==> src/rtl/network_ejector_pkg.sv <==
// network_ejector_pkg
// Shared types and helpers for the NoC ejection unit.
//   flit_type_e     : flit framing code carried alongside each payload
//   ejector_state_e : output FSM state (IDLE between packets, LOCKED inside one)
//   flit_entry_t    : buffer entry layout {type, payload} at the default width;
//                     the top re-declares the same layout at its own FlitWidth
package network_ejector_pkg;

    localparam int unsigned FLIT_WIDTH_DEFAULT = 64;

    typedef enum logic [1:0] {
        HEAD      = 2'd0,
        BODY      = 2'd1,
        TAIL      = 2'd2,
        HEAD_TAIL = 2'd3
    } flit_type_e;

    typedef enum logic {
        IDLE   = 1'b0,
        LOCKED = 1'b1
    } ejector_state_e;

    typedef struct packed {
        flit_type_e                    ftype;
        logic [FLIT_WIDTH_DEFAULT-1:0] payload;
    } flit_entry_t;

    // A flit that may legally open a packet.
    function automatic logic is_head(input flit_type_e t);
        return (t == HEAD) || (t == HEAD_TAIL);
    endfunction

    // A flit that closes a packet.
    function automatic logic is_last(input flit_type_e t);
        return (t == TAIL) || (t == HEAD_TAIL);
    endfunction

endpackage

==> src/rtl/network_ejector_vc_fifo.sv <==
// network_ejector_vc_fifo
// Per-VC flit buffer: circular FIFO with occupancy counter.
//   clk, rst : clock, asynchronous active-high reset
//   push     : write wdata (ignored when full unless popped this cycle)
//   pop      : remove head entry (ignored when empty)
//   wdata    : entry to write
//   full     : Depth entries held
//   empty    : no entries held
//   head     : oldest entry (valid only when not empty)
module network_ejector_vc_fifo
    import network_ejector_pkg::*;
#(
    parameter int unsigned Width = 66,
    parameter int unsigned Depth = 4
) (
    input  logic             clk,
    input  logic             rst,
    input  logic             push,
    input  logic             pop,
    input  logic [Width-1:0] wdata,
    output logic             full,
    output logic             empty,
    output logic [Width-1:0] head
);

    localparam int unsigned PtrW = $clog2(Depth);
    localparam logic [PtrW:0] FullCount = (PtrW+1)'(Depth);

    logic [Width-1:0] mem_r [Depth];
    logic [PtrW-1:0]  wptr_r;
    logic [PtrW-1:0]  rptr_r;
    logic [PtrW:0]    count_r;
    logic             do_push_s;
    logic             do_pop_s;

    assign full  = (count_r == FullCount);
    assign empty = (count_r == {(PtrW+1){1'b0}});
    assign head  = mem_r[rptr_r];

    // A full buffer still takes a write when its head leaves in the same cycle.
    assign do_pop_s  = pop & ~empty;
    assign do_push_s = push & (~full | do_pop_s);

    // Storage array; contents need no reset because occupancy gates visibility.
    always_ff @(posedge clk) begin
        if (do_push_s) begin
            mem_r[wptr_r] <= wdata;
        end
    end

    // Pointers and occupancy; Depth is a power of two so pointers wrap naturally.
    always_ff @(posedge clk or posedge rst) begin
        if (rst) begin
            wptr_r  <= {PtrW{1'b0}};
            rptr_r  <= {PtrW{1'b0}};
            count_r <= {(PtrW+1){1'b0}};
        end else begin
            if (do_push_s) begin
                wptr_r <= wptr_r + 1'b1;
            end
            if (do_pop_s) begin
                rptr_r <= rptr_r + 1'b1;
            end
            case ({do_push_s, do_pop_s})
                2'b10:   count_r <= count_r + 1'b1;
                2'b01:   count_r <= count_r - 1'b1;
                default: count_r <= count_r;
            endcase
        end
    end

endmodule

==> src/rtl/network_ejector_vc.sv <==
// network_ejector_vc
// Multi-VC ejection unit: buffers flits per VC under credit flow control and
// delivers whole packets round-robin, wormhole-style, on a valid/ready stream.
//   clk_i, rst_i        : clock, asynchronous active-high reset
//   flit_valid_i/flit_i/flit_type_i/flit_vc_i : ingress flit
//   credit_o            : per-VC pulse in the cycle a flit leaves its buffer
//   data_o/data_vc_o/data_last_o/data_valid_o, data_ready_i : egress stream
//   error_o             : sticky overflow / framing / bad-VC flag
//   pkt_count_o         : wrapping count of delivered packets
module network_ejector_vc
    import network_ejector_pkg::*;
#(
    parameter int unsigned FlitWidth   = 64,
    parameter int unsigned NumVC       = 4,
    parameter int unsigned BufferDepth = 4,
    parameter int unsigned CountWidth  = 32
) (
    input  logic                     clk_i,
    input  logic                     rst_i,
    input  logic                     flit_valid_i,
    input  logic [FlitWidth-1:0]     flit_i,
    input  logic [1:0]               flit_type_i,
    input  logic [$clog2(NumVC)-1:0] flit_vc_i,
    output logic [NumVC-1:0]         credit_o,
    output logic [FlitWidth-1:0]     data_o,
    output logic [$clog2(NumVC)-1:0] data_vc_o,
    output logic                     data_last_o,
    output logic                     data_valid_o,
    input  logic                     data_ready_i,
    output logic                     error_o,
    output logic [CountWidth-1:0]    pkt_count_o
);

    localparam int unsigned VcW = $clog2(NumVC);

    typedef struct packed {
        flit_type_e           ftype;
        logic [FlitWidth-1:0] payload;
    } entry_t;

    ejector_state_e        state_r;
    logic [VcW-1:0]        lock_vc_r;
    logic [VcW-1:0]        rr_ptr_r;
    logic                  first_r;
    logic                  error_r;
    logic [CountWidth-1:0] pkt_count_r;

    entry_t                wr_entry_s;
    entry_t                head_s [NumVC];
    entry_t                head_entry_s;
    logic [NumVC-1:0]      full_s;
    logic [NumVC-1:0]      empty_s;
    logic [NumVC-1:0]      push_s;
    logic [NumVC-1:0]      pop_s;
    logic                  valid_s;
    logic                  hs_s;
    logic                  last_s;
    logic                  grant_valid_s;
    logic [VcW-1:0]        grant_vc_s;
    logic [VcW:0]          cand_s;
    logic                  vc_bad_s;
    logic                  drop_s;
    logic                  frame_err_s;

    assign wr_entry_s = '{ftype: flit_type_e'(flit_type_i), payload: flit_i};

    for (genvar v = 0; v < NumVC; v++) begin : g_vc
        assign push_s[v] = flit_valid_i & (flit_vc_i == VcW'(v));

        network_ejector_vc_fifo #(
            .Width ($bits(entry_t)),
            .Depth (BufferDepth)
        ) u_fifo (
            .clk   (clk_i),
            .rst   (rst_i),
            .push  (push_s[v]),
            .pop   (pop_s[v]),
            .wdata (wr_entry_s),
            .full  (full_s[v]),
            .empty (empty_s[v]),
            .head  (head_s[v])
        );
    end

    // Present the locked VC's head entry and derive handshake, pop and credit.
    always_comb begin
        head_entry_s = head_s[lock_vc_r];
        valid_s      = (state_r == LOCKED) & ~empty_s[lock_vc_r];
        hs_s         = valid_s & data_ready_i;
        last_s       = is_last(head_entry_s.ftype);
        pop_s        = {NumVC{1'b0}};
        if (hs_s) begin
            pop_s[lock_vc_r] = 1'b1;
        end else begin
            pop_s = {NumVC{1'b0}};
        end
    end

    // Outputs read zero whenever nothing is being offered.
    assign data_valid_o = valid_s;
    assign data_o       = valid_s ? head_entry_s.payload : {FlitWidth{1'b0}};
    assign data_vc_o    = valid_s ? lock_vc_r : {VcW{1'b0}};
    assign data_last_o  = valid_s & last_s;
    assign credit_o     = pop_s;
    assign error_o      = error_r;
    assign pkt_count_o  = pkt_count_r;

    // Round-robin search: first non-empty VC at or above rr_ptr, wrapping.
    always_comb begin
        grant_valid_s = 1'b0;
        grant_vc_s    = {VcW{1'b0}};
        cand_s        = {(VcW+1){1'b0}};
        for (int i = 0; i < NumVC; i++) begin
            cand_s = {1'b0, rr_ptr_r} + (VcW+1)'(i);
            if (cand_s >= (VcW+1)'(NumVC)) begin
                cand_s = cand_s - (VcW+1)'(NumVC);
            end else begin
                cand_s = cand_s;
            end
            if (!grant_valid_s && !empty_s[cand_s[VcW-1:0]]) begin
                grant_valid_s = 1'b1;
                grant_vc_s    = cand_s[VcW-1:0];
            end else begin
                grant_valid_s = grant_valid_s;
            end
        end
    end

    // Protocol checks: dropped ingress flit, and out-of-order framing at egress.
    always_comb begin
        vc_bad_s = ({1'b0, flit_vc_i} >= (VcW+1)'(NumVC));
        drop_s   = flit_valid_i &
                   (vc_bad_s | (full_s[flit_vc_i] & ~pop_s[flit_vc_i]));
        if (hs_s) begin
            frame_err_s = first_r ? ~is_head(head_entry_s.ftype)
                                  :  is_head(head_entry_s.ftype);
        end else begin
            frame_err_s = 1'b0;
        end
    end

    // Sticky error flag, cleared only by reset.
    always_ff @(posedge clk_i or posedge rst_i) begin
        if (rst_i) begin
            error_r <= 1'b0;
        end else begin
            error_r <= error_r | drop_s | frame_err_s;
        end
    end

    // Packet FSM: lock onto a granted VC, release on tail handshake.
    // first_r marks that the next delivered flit must open a packet.
    always_ff @(posedge clk_i or posedge rst_i) begin
        if (rst_i) begin
            state_r     <= IDLE;
            lock_vc_r   <= {VcW{1'b0}};
            rr_ptr_r    <= {VcW{1'b0}};
            first_r     <= 1'b1;
            pkt_count_r <= {CountWidth{1'b0}};
        end else begin
            case (state_r)
                IDLE: begin
                    if (grant_valid_s) begin
                        lock_vc_r <= grant_vc_s;
                        first_r   <= 1'b1;
                        state_r   <= LOCKED;
                    end else begin
                        state_r   <= IDLE;
                    end
                end
                LOCKED: begin
                    if (hs_s) begin
                        first_r <= last_s;
                        if (last_s) begin
                            state_r     <= IDLE;
                            rr_ptr_r    <= (lock_vc_r == VcW'(NumVC - 1)) ?
                                           {VcW{1'b0}} : lock_vc_r + 1'b1;
                            pkt_count_r <= pkt_count_r + 1'b1;
                        end else begin
                            state_r <= LOCKED;
                        end
                    end else begin
                        state_r <= LOCKED;
                    end
                end
                default: state_r <= IDLE;
            endcase
        end
    end

endmodule
==> config.mk <==
export PLATFORM = sky130hd
export DESIGN_NAME = network_ejector_vc
export DESIGN_NICKNAME = d
export VERILOG_FILES = /design/src/rtl/network_ejector_pkg.sv /design/src/rtl/network_ejector_vc_fifo.sv /design/src/rtl/network_ejector_vc.sv
export SDC_FILE = /design/constraint.sdc
export NUM_CORES = 2
export LEC_CHECK = 0
export CAP_MARGIN = 25
export CORE_MARGIN = 5
export CORE_UTILIZATION = 65
export DETAILED_ROUTE_END_ITERATION = 16
export GPL_ROUTABILITY_DRIVEN = 0
export PLACE_DENSITY = 0.86
export SYNTH_ARGS = -nofsm -noshare
export SYNTH_HDL_FRONTEND = slang
export SYNTH_SLANG_ARGS = --single-unit
export TNS_END_PERCENT = 20
==> constraint.sdc <==
create_clock -name clk_i -period 11.7 [get_ports clk_i]
set_clock_uncertainty 0.1 [all_clocks]
set_input_delay 1.755 -clock clk_i [delete_from_list [all_inputs] [get_ports clk_i]]
set_output_delay 1.755 -clock clk_i [all_outputs]
set_load 0.01 [all_outputs]
=== After elaboration in Yosys (flattened, before gate mapping) ===
Memories as Yosys holds them, arrays and structs flattened.
Index checks and enable logic that the tools add are counted.

* Add/sub/neg operators: 25
* Order comparisons: 12
* Equality and inequality tests: 20
* Multiplexer cells: 56
* Bitwise operators: 36
* Reductions and logical operators: 24

{| class="wikitable"
|+ Operators by type and width
! cell !! count
|-
| 66-bit binary-select mux with 2-bit select || 1
|-
| 66-bit 2-to-1 mux || 2
|-
| 64-bit 2-to-1 mux || 1
|-
| 32-bit by 1-bit adder with 32-bit output, second input constant || 1
|-
| 1-bit 2-to-1 mux || 27
|-
| 3-bit one-hot mux with 2 select lines || 4
|-
| 2-bit 2-to-1 mux || 10
|-
| 2-bit by 1-bit adder with 2-bit output, second input constant || 9
|-
| 2-bit == test, second input constant || 9
|-
| 2-bit by 3-bit < comparator with 1-bit output, second input constant || 6
|-
| 1-bit bitwise AND || 17
|-
| 1-bit binary-select mux with 2-bit select || 7
|-
| 3-bit by 1-bit adder with 3-bit output, second input constant || 4
|-
| 3-bit == test, second input constant || 4
|-
| 3-bit greater-or-equal comparator, second input constant || 4
|-
| 3-bit zero test || 4
|-
| 1-bit inverter || 12
|-
| 3-bit by 1-bit subtractor with 3-bit output, second input constant || 4
|-
| 2-bit by 1-bit == test with 1-bit output, second input constant || 5
|-
| 2-bit nonzero test || 4
|-
| 2-bit by 1-bit subtractor with 2-bit output, second input constant || 4
|-
| 2-bit by 2-bit adder with 3-bit output, second input constant || 2
|-
| 1-bit bitwise OR || 6
|-
| 1-bit zero test || 5
|-
| other kinds (14) || 21
|}

* Bits in registers: 67
* RAM bits: 1056
* Input bits: 72
* Output and inout bits: 105
* Word-level logic and storage cells: 195
* Memories: 4

{| class="wikitable"
|+ Memories
! memory !! depth !! width !! read ports !! clocked after Yosys merged registers in !! wr ports !! RTL line !! RTL
|-
| g_vc[0].u_fifo.mem_r || 4 || 66 || 1 || 0 || 1 || network_ejector_vc_fifo.sv:29 || <nowiki>logic [Width-1:0] mem_r [Depth];</nowiki>
|-
| g_vc[1].u_fifo.mem_r || 4 || 66 || 1 || 0 || 1 || network_ejector_vc_fifo.sv:29 ||
|-
| g_vc[2].u_fifo.mem_r || 4 || 66 || 1 || 0 || 1 || network_ejector_vc_fifo.sv:29 ||
|-
| g_vc[3].u_fifo.mem_r || 4 || 66 || 1 || 0 || 1 || network_ejector_vc_fifo.sv:29 ||
|}

=== Longest topological paths before layout ===
* Depth after elaboration: 16
* Depth in mapped cells: 15
* Gate-level depth less buffers: 12

=== By module ===
Synthesis repeated with hierarchy kept, for this count alone.

* Cell total of the unflattened synthesis: 1914
* Area, all modules: 43968.4 um2

{| class="wikitable"
|+ By module, submodules not included
! module !! times used !! cells an instance !! area each (um2) !! seq. area each (um2)
|-
| network_ejector_vc_fifo (g_vc[0].u_fifo ...) || 3 || 384 || 9942.0 || 8102.8
|-
| network_ejector_vc_fifo (g_vc[2].u_fifo) || 1 || 399 || 10019.6 || 8102.8
|-
| network_ejector_vc || 1 || 363 || 4122.7 || 977.2
|}

=== Worst setup path after synthesis ===
OpenSTA, ideal clock, no wires.

* Kind: input to register
* Start: in flit_vc_i[0]
* End: mem g_vc[0].u_fifo.mem_r[0][0] (enable)
* Library setup time: 0.431 ns
* Data arrival time: 4.435 ns
* Required time: 11.169 ns
* Slack: 6.734 ns
* Cell stages on the path: 5
* Path buffers: 2
* Cell sequence: clkbuf_1 -> or3b_2 -> clkbuf_1 -> o21ba_2 -> and2_1

* Cells in the longest elaborated chain, start to end: 5

{| class="wikitable"
|+ RTL lines
! element !! RTL line !! RTL
|-
| start: declaration || network_ejector_vc.sv:23 || <nowiki>input logic [$clog2(NumVC)-1:0] flit_vc_i,</nowiki>
|-
| 2-bit zero test || network_ejector_vc.sv:68 || <nowiki>assign push_s[v] = flit_valid_i & (flit_vc_i == VcW'(v));</nowiki>
|-
| 1-bit bitwise AND || network_ejector_vc.sv:68 ||
|-
| 1-bit bitwise AND || network_ejector_vc_fifo.sv:42 || <nowiki>assign do_push_s = push & (~full | do_pop_s);</nowiki>
|-
| 1-bit 2-to-1 mux || network_ejector_vc_fifo.sv:46 || <nowiki>if (do_push_s) begin</nowiki>
|-
| 1-bit 2-to-1 mux (not written as such) || network_ejector_vc_fifo.sv:47 || <nowiki>mem_r[wptr_r] <= wdata;</nowiki>
|-
| end: declaration || network_ejector_vc_fifo.sv:29 ||
|}

No other way between the ends.

=== Worst setup path in the final report ===
* Start: reg g_vc[1].u_fifo.rptr_r[0]
* End: out data_last_o

* Cells in the longest elaborated chain, start to end: 7
* Elaborated cells on any way between the ends: 8
* Classes of those cells: 2 x eq/ne; 3 x mux; 1 x bitwise; 1 x reduce/logical; 1 x memory

{| class="wikitable"
|+ RTL lines
! element !! RTL line !! RTL
|-
| start: declaration || network_ejector_vc_fifo.sv:31 || <nowiki>logic [PtrW-1:0] rptr_r;</nowiki>
|-
| start signal: assignment || network_ejector_vc_fifo.sv:55 || <nowiki>rptr_r <= {PtrW{1'b0}};</nowiki>
|-
| start signal: assignment || network_ejector_vc_fifo.sv:62 || <nowiki>rptr_r <= rptr_r + 1'b1;</nowiki>
|-
| memory read 4 x 66 bit * || n/a ||
|-
| 66-bit binary-select mux with 2-bit select * || network_ejector_vc.sv:87 || <nowiki>head_entry_s = head_s[lock_vc_r];</nowiki>
|-
| 66-bit 2-to-1 mux (not written as such) * (2 in series) || network_ejector_vc.sv:87 ||
|-
| 2-bit == test || network_ejector_pkg.sv:35 || <nowiki>return (t == TAIL) || (t == HEAD_TAIL);</nowiki>
|-
| 1-bit logical OR * || network_ejector_pkg.sv:35 ||
|-
| 1-bit bitwise AND * || network_ejector_vc.sv:103 || <nowiki>assign data_last_o = valid_s & last_s;</nowiki>
|-
| end: declaration || network_ejector_vc.sv:27 || <nowiki>output logic data_last_o,</nowiki>
|}

Mark *: on every way between the ends. The rest lies on a longest branch, timed or not. The select of a mux whose other input is x is not followed.

==> impl_metrics.tcl <==
set metrics [dict create \
    outcome "completed" \
    dr.first_iter.drc_count 2955 \
    peakVddDrop_mv 0.172 \
    cts_hold_buf 0 \
    cts_sinks 1123 \
    crit_required_ps 9850 \
    fmax_mhz 152 \
    seqPwrFrac 0.424 \
    power_w 0.0121 \
    cap_violations 0 \
    clk_latency_ps 670 \
    fp.coreArea_um2 66900 \
    grt_max_degree 68 \
    finalNetCount 2246 \
    worst-path-max-fanout 36 \
    cts_resized 0 \
    synthTopCellsByArea "edfxtp_1 (72%), mux4_2 (17%), dfrtp_1 (3.8%)" \
    cp.arrival_ps 4740 \
    grt_pass1_vias 22800 \
    yosys_warnings 0 \
    p_sw_frac 0.296 \
    min_period_over_period 0.563 \
    finalWorstPathRequiredPeriod_ps 6590 \
    routed_via_density 6.86 \
    placed_area_um2 46500 \
    cts_tree "done" \
    wl_per_cell_um 35.7 \
    grt_overflow 0 \
    die_h_um 269 \
    drive_gt1_frac 0.253 \
    cts_buffers 108 \
    syn_area_um2 43700 \
    routed_wl_um 111000 \
    drc_errors 0 \
    setup_tns_ps 0 \
    worstMarginPinSlew_ps 1150 \
    firstDrtPassIters 5 \
    p_sw_w 0.00357 \
    synth.distinct_cells 57 \
    synth_top_cell_by_area "edfxtp_1" \
    clockRootBuffer "clkbuf_16" \
    synth_nets 2017 \
    area_delta_synth_final_pct 14.8 \
    crit_type "reg2out" \
    via_count 21400 \
    timing.hold.ws_ps 386 \
    hpwlAfterDp_um 53700 \
    start_kind "flip-flop" \
    initial_utilization 0.654 \
    p_clk_frac 0.288 \
    yosysSeqAreaShare 0.763 \
    hold_viol 0 \
    cts_setup_buffers 0 \
    combPwrFrac 0.287 \
    num_io_pins 177 \
    async_reset_ff_frac 0.0597 \
    avgSynthCellArea_um2 22.8 \
    hold_class "reg2reg" \
    ys.flop_type "edfxtp_1" \
    rsz0062_at_grt "false" \
    ys_ff_latch 1123 \
    fin_ws_ps 5110 \
    antenna_found_initial 10 \
    die_area_um2 72600 \
    power_leakage_nw 16.2 \
    intPower_w 0.00849 \
    clkTransAtPathRegs_ps 60 \
    core.rowCount 95 \
    cts_max_level 3 \
    synth_top_area_share 0.725 \
    max-slew-margin-rel 0.231 \
    grt_usage 0.307 \
    synth_edf_count 1056 \
    cts.path.max_buffers 3 \
    p_per_area_nw_per_um2 240 \
    setup_viol 0 \
    antenna_left 0 \
    finalInstanceArea_um2 50200 \
    dp_slack_ps 5800 \
    portBuffers 176 \
    synth_cells 1915 \
    slew_violations 0 \
    critPathCaptureType "primary output" \
    grt_pass1_wl_um 160000 \
    die_w_um 269 \
]
cells in the mapped netlist, types with 17 or more instances:
cell and number:
clkbuf_1 62, dfrtp_1 66, mux4_2 330, ha_1 26, buf_2 17, xor2_1 27
and2_1 81, nand2_1 28, inv_1 34, nor2_1 31, xnor2_1 28, edfxtp_1 1056
area by class of cell:
class	count	area [um2]
sequential	1123	33400
fill	3427	16700
multi-input combinational	663	9880
clock buffer	133	2880
timing repair buffer	213	2190
tap	873	1090
clock inverter	68	623
inverter	35	134
antenna	7	17.5
kinds of logic after synthesis:
family                     count (synthesis)  share of synthesized area
adders and majority gates                 30                    0.00927
AOI/OAI and AO/OA                         39                    0.00601
xor gates and xnor gates                  55                     0.0110
and+or+nand+nor                          199                     0.0262
buffers and inverters                    129                     0.0120
muxes                                    340                      0.172
DFF                                     1123                      0.763
layout by cell type (no fill, tap or decap), drive strengths merged, types with 2 or more instances in the layout:
cell type      count
fa                 4
mux4             330
nor4b              2
edfxtp          1056
clkinv            47
and4b              2
nor4               5
o31ai              2
o22ai              2
clkbuf           133
mux2i              3
diode              7
nand4              9
bufinv            10
mux2               7
nor3              15
nor2              31
o21ai             13
clkdlybuf4s50    176
and2              81
or4                3
nand2             28
o21a               3
a31oi              3
nand3             13
a211o              2
o211ai             2
xor2              27
xnor2             28
clkinvlp           8
ha                26
inv               38
or3                3
a211oi             2
a21oi              4
dfrtp             66
buf               37
path summary, 6_finish.rpt:
check                                    startpoint                       end  slack (ps)  depth (start not counted)
setup / recovery           g_vc[1].u_fifo.rptr_r[0]               data_last_o        5110                          7
hold / removal                      pkt_count_o[31]           pkt_count_o[31]         390                          1
setup reg to reg           g_vc[1].u_fifo.rptr_r[0]           pkt_count_o[26]        6490                         12
hold reg to reg                     pkt_count_o[31]           pkt_count_o[31]         390                          1
max in group asynchronous                     rst_i  g_vc[1].u_fifo.rptr_r[1]        9260                          3
min in group asynchronous                     rst_i  g_vc[0].u_fifo.wptr_r[1]        1590                          3
through the flow:
stage	util	cells
floorplan	-	1915
global placement	0.695	2899
detailed placement	0.695	2899
CTS	0.747	3100
global route	0.751	3113
finish	0.751	3115
metal layers:
| metal | track usage | share of wire | vias up |
|---|---|---|---|
| met5 | 0 | 0.00049 | - |
| met4 | 0.103 | 0.036 | 8 |
| met3 | 0.0597 | 0.094 | 220 |
| met2 | 0.535 | 0.54 | 1487 |
| met1 | 0.397 | 0.33 | 11200 |
| li1 | - | - | 8444 |
critical path, stage by stage, from the launching register on:
cell	delay, ps
dfrtp_4	990
buf_4	780
mux4_2	620
mux4_2	500
ha_1	210
nor2_1	250
nor2_1	80
clkdlybuf4s50_1	530
registers in the layout, summed over array words and instances (netlist names):
| name | count |
|---|---|
| state_r | 1 |
| lock_vc_r | 2 |
| g_vc.u_fifo.count_r | 12 |
| pkt_count_o | 32 |
| error_o | 1 |
| g_vc.u_fifo.mem_r | 1056 |
| first_r | 1 |
| g_vc.u_fifo.rptr_r | 8 |
| g_vc.u_fifo.wptr_r | 8 |
| rr_ptr_r | 2 |
power by group through the flow:
stage	clock network, W	registers [W]	logic (W)
detailed placement	0	0.00519	0.00337
finish	0.00348	0.00512	0.00347
global placement	0	0.00515	0.00328
CTS	0.00350	0.00512	0.00345
floorplan	0	0.00486	0.00230
global route	0.00370	0.00515	0.00363
Power figures use the tool's default switching activity.
